[src/rtl/branch_unit_if.sv]
// branch_unit_if
//   Groups the branch request channel (execute -> branch unit) and the
//   redirect channel (branch unit -> fetch PC mux) into one bundle.
//   master : execute/fetch side (drives requests, consumes redirects)
//   slave  : branch_unit side
//   Signals:
//     br_valid/br_ready         branch request handshake
//     br_cond, br_pc, br_disp   condition code, branch PC, signed displacement
//     redirect_valid/ready      redirect handshake toward fetch
//     redirect_pc               taken target
//     flush                     squash younger instructions
interface branch_unit_if #(
  parameter int PC_W   = 16,
  parameter int DISP_W = 8
) ();
  logic              br_valid;
  logic              br_ready;
  logic [3:0]        br_cond;
  logic [PC_W-1:0]   br_pc;
  logic [DISP_W-1:0] br_disp;
  logic              redirect_valid;
  logic              redirect_ready;
  logic [PC_W-1:0]   redirect_pc;
  logic              flush;

  modport master (
    output br_valid, br_cond, br_pc, br_disp, redirect_ready,
    input  br_ready, redirect_valid, redirect_pc, flush
  );

  modport slave (
    input  br_valid, br_cond, br_pc, br_disp, redirect_ready,
    output br_ready, redirect_valid, redirect_pc, flush
  );
endinterface

[src/rtl/branch_unit.sv]
// branch_unit
//   Branch resolution unit: holds the architectural flag register {S,Z,C,V},
//   evaluates a 16-entry condition set, computes the PC-relative target and
//   redirects fetch through a valid/ready handshake, then holds a flush window
//   of FLUSH_CYCLES cycles over the wrong-path instructions.
//   Ports:
//     clk, rst_n          clock (rising edge), async active-low reset
//     flag_we, flag_in    flag register write enable / {S,Z,C,V} from ALU
//     flags_q             current flag register
//     taken_cnt           taken-branch count (saturating)
//     resolved_cnt        accepted-branch count (saturating)
//     bif (slave)         branch request + redirect channels, see branch_unit_if
//   Optional feature macro: BRANCH_STATS_EN enables the two statistics
//   counters; when undefined they are tied to zero and no counter flops exist.
//
//   state    | meaning
//   ---------+-------------------------------------------------------------
//   IDLE     | ready for a branch; not-taken branches resolve here
//   REDIRECT | redirect_valid and flush high, waiting for fetch to accept
//   FLUSH    | flush high for the remaining wrong-path cycles
module branch_unit #(
  parameter int PC_W         = 16,
  parameter int DISP_W       = 8,
  parameter int FLUSH_CYCLES = 2
) (
  input  logic        clk,
  input  logic        rst_n,
  input  logic        flag_we,
  input  logic [3:0]  flag_in,
  output logic [3:0]  flags_q,
  output logic [15:0] taken_cnt,
  output logic [15:0] resolved_cnt,
  branch_unit_if.slave bif
);

  localparam logic [1:0] IDLE     = 2'd0;
  localparam logic [1:0] REDIRECT = 2'd1;
  localparam logic [1:0] FLUSH    = 2'd2;

  // Counter is loaded with FLUSH_CYCLES-1 so the FLUSH state lasts exactly
  // FLUSH_CYCLES cycles; the zero case never enters FLUSH.
  localparam logic [3:0] FLUSH_LOAD = (FLUSH_CYCLES == 0) ? 4'd0 : 4'(FLUSH_CYCLES - 1);

  logic [1:0]      state_q, state_d;
  logic [3:0]      cnt_q, cnt_d;
  logic [PC_W-1:0] redirect_pc_q, redirect_pc_d;

  logic [3:0]      eval_flags;
  logic            flag_s, flag_z, flag_c, flag_v;
  logic            taken;
  logic            accept;
  logic [PC_W-1:0] disp_ext;
  logic [PC_W-1:0] target;

  // Flag register: written in every state, never stalls.
  always_ff @(posedge clk or negedge rst_n) begin
    if (!rst_n) flags_q <= 4'h0;
    else if (flag_we) flags_q <= flag_in;
  end

  // A flag write in the acceptance cycle is bypassed into evaluation.
  assign eval_flags = flag_we ? flag_in : flags_q;
  assign flag_s     = eval_flags[3];
  assign flag_z     = eval_flags[2];
  assign flag_c     = eval_flags[1];
  assign flag_v     = eval_flags[0];

  always_comb begin
    taken = 1'b0;
    case (bif.br_cond)
      4'h0:    taken = flag_z;
      4'h1:    taken = flag_s ^ flag_v;
      4'h2:    taken = flag_z | (flag_s ^ flag_v);
      4'h3:    taken = ~flag_z;
      4'h4:    taken = 1'b1;
      4'h5:    taken = ~(flag_s ^ flag_v);
      4'h6:    taken = ~flag_z & ~(flag_s ^ flag_v);
      4'h7:    taken = flag_c;
      4'h8:    taken = ~flag_c;
      4'h9:    taken = flag_c & ~flag_z;
      4'hA:    taken = flag_s;
      4'hB:    taken = ~flag_s;
      4'hC:    taken = flag_v;
      4'hD:    taken = ~flag_v;
      default: taken = 1'b0;
    endcase
  end

  // Sign extension comes from the signed size cast; the sum wraps modulo 2^PC_W.
  assign disp_ext = PC_W'($signed(bif.br_disp));
  assign target   = bif.br_pc + disp_ext + PC_W'(1);

  assign bif.br_ready       = (state_q == IDLE);
  assign accept             = bif.br_valid & bif.br_ready;
  assign bif.redirect_valid = (state_q == REDIRECT);
  assign bif.flush          = (state_q == REDIRECT) | (state_q == FLUSH);
  assign bif.redirect_pc    = redirect_pc_q;

  always_comb begin
    state_d       = state_q;
    cnt_d         = cnt_q;
    redirect_pc_d = redirect_pc_q;
    case (state_q)
      IDLE: begin
        if (accept && taken) begin
          state_d       = REDIRECT;
          redirect_pc_d = target;
        end
      end
      REDIRECT: begin
        if (bif.redirect_ready) begin
          if (FLUSH_CYCLES == 0) begin
            state_d = IDLE;
          end else begin
            state_d = FLUSH;
            cnt_d   = FLUSH_LOAD;
          end
        end
      end
      FLUSH: begin
        if (cnt_q == 4'd0) state_d = IDLE;
        else cnt_d = cnt_q - 4'd1;
      end
      default: state_d = IDLE;
    endcase
  end

  always_ff @(posedge clk or negedge rst_n) begin
    if (!rst_n) begin
      state_q       <= IDLE;
      cnt_q         <= 4'd0;
      redirect_pc_q <= '0;
    end else begin
      state_q       <= state_d;
      cnt_q         <= cnt_d;
      redirect_pc_q <= redirect_pc_d;
    end
  end

`ifdef BRANCH_STATS_EN
  logic [15:0] taken_cnt_q, taken_cnt_d;
  logic [15:0] resolved_cnt_q, resolved_cnt_d;

  // Saturate at all-ones rather than wrapping.
  always_comb begin
    taken_cnt_d    = taken_cnt_q;
    resolved_cnt_d = resolved_cnt_q;
    if (accept) begin
      if (resolved_cnt_q != 16'hFFFF) resolved_cnt_d = resolved_cnt_q + 16'd1;
      if (taken && (taken_cnt_q != 16'hFFFF)) taken_cnt_d = taken_cnt_q + 16'd1;
    end
  end

  always_ff @(posedge clk or negedge rst_n) begin
    if (!rst_n) begin
      taken_cnt_q    <= 16'h0;
      resolved_cnt_q <= 16'h0;
    end else begin
      taken_cnt_q    <= taken_cnt_d;
      resolved_cnt_q <= resolved_cnt_d;
    end
  end

  assign taken_cnt    = taken_cnt_q;
  assign resolved_cnt = resolved_cnt_q;
`else
  assign taken_cnt    = 16'h0;
  assign resolved_cnt = 16'h0;
`endif

endmodule

[src/flat_wrapper.sv]
// flat-port wrapper written by rule: the top's interface ports become plain ports
module branch_unit_flat 
#(
  parameter int PC_W         = 16,
  parameter int DISP_W       = 8,
  parameter int FLUSH_CYCLES = 2
)
  (clk, rst_n, flag_we, flag_in, flags_q, taken_cnt, resolved_cnt, bif_br_valid, bif_br_cond, bif_br_pc, bif_br_disp, bif_redirect_ready, bif_br_ready, bif_redirect_valid, bif_redirect_pc, bif_flush);
  branch_unit_if #(.PC_W(PC_W), .DISP_W(DISP_W)) bif_i ();
  input  logic clk;
  input  logic rst_n;
  input  logic flag_we;
  input  logic [3:0] flag_in;
  output logic [3:0] flags_q;
  output logic [15:0] taken_cnt;
  output logic [15:0] resolved_cnt;
  input wire logic [$bits(bif_i.br_valid)-1:0] bif_br_valid;
  input wire logic [$bits(bif_i.br_cond)-1:0] bif_br_cond;
  input wire logic [$bits(bif_i.br_pc)-1:0] bif_br_pc;
  input wire logic [$bits(bif_i.br_disp)-1:0] bif_br_disp;
  input wire logic [$bits(bif_i.redirect_ready)-1:0] bif_redirect_ready;
  output wire logic [$bits(bif_i.br_ready)-1:0] bif_br_ready;
  output wire logic [$bits(bif_i.redirect_valid)-1:0] bif_redirect_valid;
  output wire logic [$bits(bif_i.redirect_pc)-1:0] bif_redirect_pc;
  output wire logic [$bits(bif_i.flush)-1:0] bif_flush;
  assign bif_i.br_valid = bif_br_valid;
  assign bif_i.br_cond = bif_br_cond;
  assign bif_i.br_pc = bif_br_pc;
  assign bif_i.br_disp = bif_br_disp;
  assign bif_i.redirect_ready = bif_redirect_ready;
  assign bif_br_ready = bif_i.br_ready;
  assign bif_redirect_valid = bif_i.redirect_valid;
  assign bif_redirect_pc = bif_i.redirect_pc;
  assign bif_flush = bif_i.flush;
  branch_unit #(.PC_W(PC_W), .DISP_W(DISP_W), .FLUSH_CYCLES(FLUSH_CYCLES)) u_core (.clk(clk), .rst_n(rst_n), .flag_we(flag_we), .flag_in(flag_in), .flags_q(flags_q), .taken_cnt(taken_cnt), .resolved_cnt(resolved_cnt), .bif(bif_i));
endmodule
[config.mk]
export PLATFORM = sky130hd
export DESIGN_NAME = branch_unit_flat
export DESIGN_NICKNAME = d
export VERILOG_FILES = /design/src/rtl/branch_unit_if.sv /design/src/rtl/branch_unit.sv /design/src/flat_wrapper.sv
export SDC_FILE = /design/constraint.sdc
export NUM_CORES = 1
export LEC_CHECK = 0
export ABC_CLOCK_PERIOD_IN_PS = 4380
export CORE_ASPECT_RATIO = 1.1
export CORE_MARGIN = 8
export CORE_UTILIZATION = 49
export CTS_BUF_LIST = sky130_fd_sc_hd__clkbuf_4
export CTS_CLUSTER_DIAMETER = 40
export DETAILED_ROUTE_END_ITERATION = 8
export HOLD_SLACK_MARGIN = 0.03
export PLACE_DENSITY = 0.85
export SETUP_SLACK_MARGIN = 0.15
export SYNTH_ARGS = -nofsm -noshare
export SYNTH_HDL_FRONTEND = slang
export SYNTH_SLANG_ARGS = --single-unit
[constraint.sdc]
create_clock -name clk -period 4.38 [get_ports clk]
set_input_delay 1.095 -clock clk [delete_from_list [all_inputs] [get_ports clk]]
set_output_delay 1.095 -clock clk [all_outputs]
set_load 0.01 [all_outputs]
==> key figures <==
Setup path
  • Cells traversed along the worst timing path: clkdlybuf4s50_1 > mux2_2 > xnor2_1 > o22ai_1 > a311oi_1 > and2_1 > mux2_1
  • Startpoint type of the worst setup path: primary input
  • Standard cell with the maximum stage delay on the critical path: sky130_fd_sc_hd__clkdlybuf4s50_1
  • Slowest cell delay on critical path: 0.65 ns
  • Worst Path Buf+Inv: 1
  • CP Class: primary input to register
  • CP Max Fanout: 16
  • Gate family responsible for the most delay along the worst path: multiplexers
  • WP data arrival: roughly 3.8 ns
  • Endpoint type of the worst setup path: register
  • Data required, critical path: 4.59 ns

STA
  • Post-layout min period: approximately 3.5 ns
  • Least-Margin Pin Slew: just under 0.7 ns
  • Final number of setup-violating endpoints: 0
  • Largest clock skew in the final design: roughly 0.0052 ns
  • Slew Limit Fails: 0
  • Final worst hold slack: between 0.5 and 0.6 ns
  • Final number of hold-violating endpoints: 0
  • Achievable frequency: approximately 280 MHz
  • Final WS setup: 0.8464 ns
  • RSZ-0062 raised after global routing: false
  • Setup TNS: 0 ns
  • Worst max-slew margin expressed relative to the limit: 54.37%
  • Final critical-path share of the clock period: 80.67%

Clock tree
  • Clock Sinks: 26
  • Number of gates given a new drive strength after cts: 0
  • Clock H-tree levels: 1
  • Cell at the root of the clock tree: sky130_fd_sc_hd__clkbuf_4
  • Clock latency on the worst-skew pair: 0.32 ns
  • Clk slew on worst S/H paths: 0.13 ns
  • CTS Buf Count: 3
  • Number of buffers added for setup after CTS: 0
  • CTS tree: done
  • Number of hold-repair buffers added at the cts stage: 0
  • Worst-case clock buffer depth: 2

Final layout
  • Share of layout cells above drive strength 1: under 10%
  • Area used by multi-input combinational logic: 0.001498 mm²
  • Filler instances: 418
  • Area growth from synthesis to final layout: 22.91%
  • Most frequent cells in the layout: sky130_fd_sc_hd__clkdlybuf4s50_1, sky130_fd_sc_hd__conb_1, sky130_fd_sc_hd__dfrtp_1
  • Post-route cell area: 0.002907 mm²
  • Number of diodes: 0
  • Number of standard cells in the layout, taps in and fillers out: 378
  • Final layout net count: 380
  • Area taken by flip-flops and latches: roughly 650 µm²
  • Commonest non-fill, non-tap cell in the layout: sky130_fd_sc_hd__clkdlybuf4s50_1

Placement
  • Worst-case setup slack after placement: 0.4849 ns
  • Post-DP Area: 0.002880 mm²
  • DP Wirelength: 4636 µm
  • Input/output buffers: 59
  • Global placer's final weighted congestion: 0.8797
  • Placed cells: 374

Floorplanning
  • Initial standard-cell utilization of the core: about 51%
  • Area of the placeable core: about 0.0047 mm²
  • Top Ports: between 90 and 100
  • Overall die area: 0.007307 mm²
  • Number of rows in the core area: 26
  • Height of the chip: 88.86 µm
  • Floorplan die width: 82.24 µm

Min path
  • Worst hold path class: register to register

Route
  • Aggregate routed wire length: 5505 µm
  • First-pass iteration count of the detailed router: 4
  • DRT iter0 DRCs: ~110
  • Sum of routed wire segments on met1: 2252 µm
  • Number of antenna-violating nets in the routed design: 0
  • Vias after detailed routing: approximately 2,000
  • Met3 Routed Length: 451 µm
  • Total DRC errors in the routed layout: 0
  • Highest metal layer with signal wires: met4
  • Routed WL per cell: 14.56 µm
  • Met2 wire len: 2708 µm
  • Routed via count divided by cell count: around 5.4

Synth
  • Fraction of synthesis flops using an asynchronous set or reset pin: 100.0%
  • Seq/Total Area, Yosys: 27.51%
  • Mean instance size in the synthesized netlist: between 8 and 9 µm²
  • Total of flip-flops plus latches after synthesis: 26
  • Ys flop type: sky130_fd_sc_hd__dfrtp_1
  • Cell count after synthesis: 263
  • Count of cell types in the netlist: 55
  • Cell types with the largest area share after synthesis: sky130_fd_sc_hd__dfrtp_1, sky130_fd_sc_hd__buf_4, sky130_fd_sc_hd__ha_1, sky130_fd_sc_hd__nand3_1, sky130_fd_sc_hd__nor2_1
  • Cell area after synthesis: ~0.0024 mm²
  • Number of enable flip-flop cells after synthesis: 0
  • Cell accounting for the most synthesized area: sky130_fd_sc_hd__dfrtp_1
  • Fraction of post-synthesis cell area in the top cell type by area: between 20% and 30%
  • Warning count from the yosys run: 0

Power and ir drop
  • Power density over cell area: roughly 430 mW/mm²
  • Leakage Power: 1.316 nW
  • Worst supply voltage drop on vdd: 0.1569 mV

Flow run
  • Max-cap violations: 0

Global route
  • Wire length of the first global-routing pass: 8618 µm
  • Antenna violations before repair: 0
  • Largest net degree at the start of global routing: 27
  • Number of global-route vias before repair: just under 2,000
  • Global-route total usage across every layer: between 10% and 20%
  • Total congestion overflow: 0

Run status
  • Result of the run: finished clean
worst paths after layout:
kind / to / cells past startpoint / start / slack, ns
setup reg to reg: u_core.bif.redirect_pc[6]$_DFFE_PN0P_ / 8 / u_core.state_q[0]$_DFFE_PN0P_ / 1.83
hold / removal: u_core.bif.redirect_pc[9]$_DFFE_PN0P_ / 2 / u_core.bif.redirect_pc[9]$_DFFE_PN0P_ / 0.52
hold reg to reg: u_core.bif.redirect_pc[9]$_DFFE_PN0P_ / 2 / u_core.bif.redirect_pc[9]$_DFFE_PN0P_ / 0.52
max in group asynchronous: u_core.bif.redirect_pc[9]$_DFFE_PN0P_ / 2 / rst_n / 2.98
min in group asynchronous: u_core.flags_q[1]$_DFF_PN0_ / 2 / rst_n / 1.14
setup / recovery: u_core.bif.redirect_pc[6]$_DFFE_PN0P_ / 7 / flag_we / 0.85
where the power goes:
part / total (mW) / switching, mW / internal [mW]
clock network: 0.103 / 0.0699 / 0.0334
registers: 0.414 / 0.0707 / 0.343
logic: 0.738 / 0.343 / 0.395
cell families after synthesis:
kind of cell | synth area share [%]
other | 0.1586
AND/OR/NAND/NOR | 15.13
AO/OA/AOI/OAI | 18.94
buffers and inverters | 14.07
flip-flops | 27.51
multiplexers | 8.095
adder cells (fa/ha/maj) | 10.90
XOR/XNOR | 5.185
metrics by stage:
stage / utilization [%] / power, mW
5_1_grt: 62.48 / 1.352
6_report: 62.48 / 1.255
3_3_place_gp: 61.92 / 1.135
4_1_cts: 62.48 / 1.267
2_1_floorplan: - / 0.8580
3_5_place_dp: 61.92 / 1.163
state kept, by name (all words and copies together) (netlist names):
signal and count:
u_core.bif.redirect_pc 16, u_core.cnt_q 4, u_core.flags_q 4, u_core.state_q 2
tightest hold or removal path: cells and delay by family, from the launching register on:
kind            cells  cell delay (ns)
compound gates      1             0.06
simple gates        1             0.07
flops               1             0.36
cell type report:
cell class / count / area share, %
multi-input cells: 217 / 51.53
flip-flops and latches: 26 / 22.38
repair buffers: 62 / 21.09
well taps: 56 / 2.411
inverters: 13 / 1.679
clock buffers: 3 / 0.7749
clock inverters: 1 / 0.1291
cell usage after synthesis (2+ instances only):
library cell and n:
sky130_fd_sc_hd__nand2b_1 3, sky130_fd_sc_hd__mux2_1 6, sky130_fd_sc_hd__inv_1 13, sky130_fd_sc_hd__dfrtp_1 26
sky130_fd_sc_hd__nand4_1 4, sky130_fd_sc_hd__buf_4 33, sky130_fd_sc_hd__buf_6 2, sky130_fd_sc_hd__o21a_1 6
sky130_fd_sc_hd__o31ai_1 3, sky130_fd_sc_hd__o21ai_1 6, sky130_fd_sc_hd__a221oi_1 2, sky130_fd_sc_hd__xnor2_1 8
sky130_fd_sc_hd__a21oi_1 10, sky130_fd_sc_hd__nand3_1 15, sky130_fd_sc_hd__mux2i_1 3, sky130_fd_sc_hd__a311oi_1 2
sky130_fd_sc_hd__xor2_1 6, sky130_fd_sc_hd__o211ai_1 3, sky130_fd_sc_hd__a21o_1 7, sky130_fd_sc_hd__o221ai_1 2
sky130_fd_sc_hd__or2_2 2, sky130_fd_sc_hd__mux2_2 3, sky130_fd_sc_hd__nor2_1 20, sky130_fd_sc_hd__o31a_1 2
sky130_fd_sc_hd__nor2b_1 3, sky130_fd_sc_hd__mux2_4 4, sky130_fd_sc_hd__ha_1 19, sky130_fd_sc_hd__nand2_1 12
sky130_fd_sc_hd__o21ai_0 8, sky130_fd_sc_hd__nor3_1 3, sky130_fd_sc_hd__buf_2 2, sky130_fd_sc_hd__and3b_1 2
per-layer routing:
metal	up-vias	track usage (%)
li1	1010	-
met5	-	0
met1	945	17.15
met4	0	5.591
met3	10	1.118
met2	74	25.80
Power figures use the tool's default switching activity.
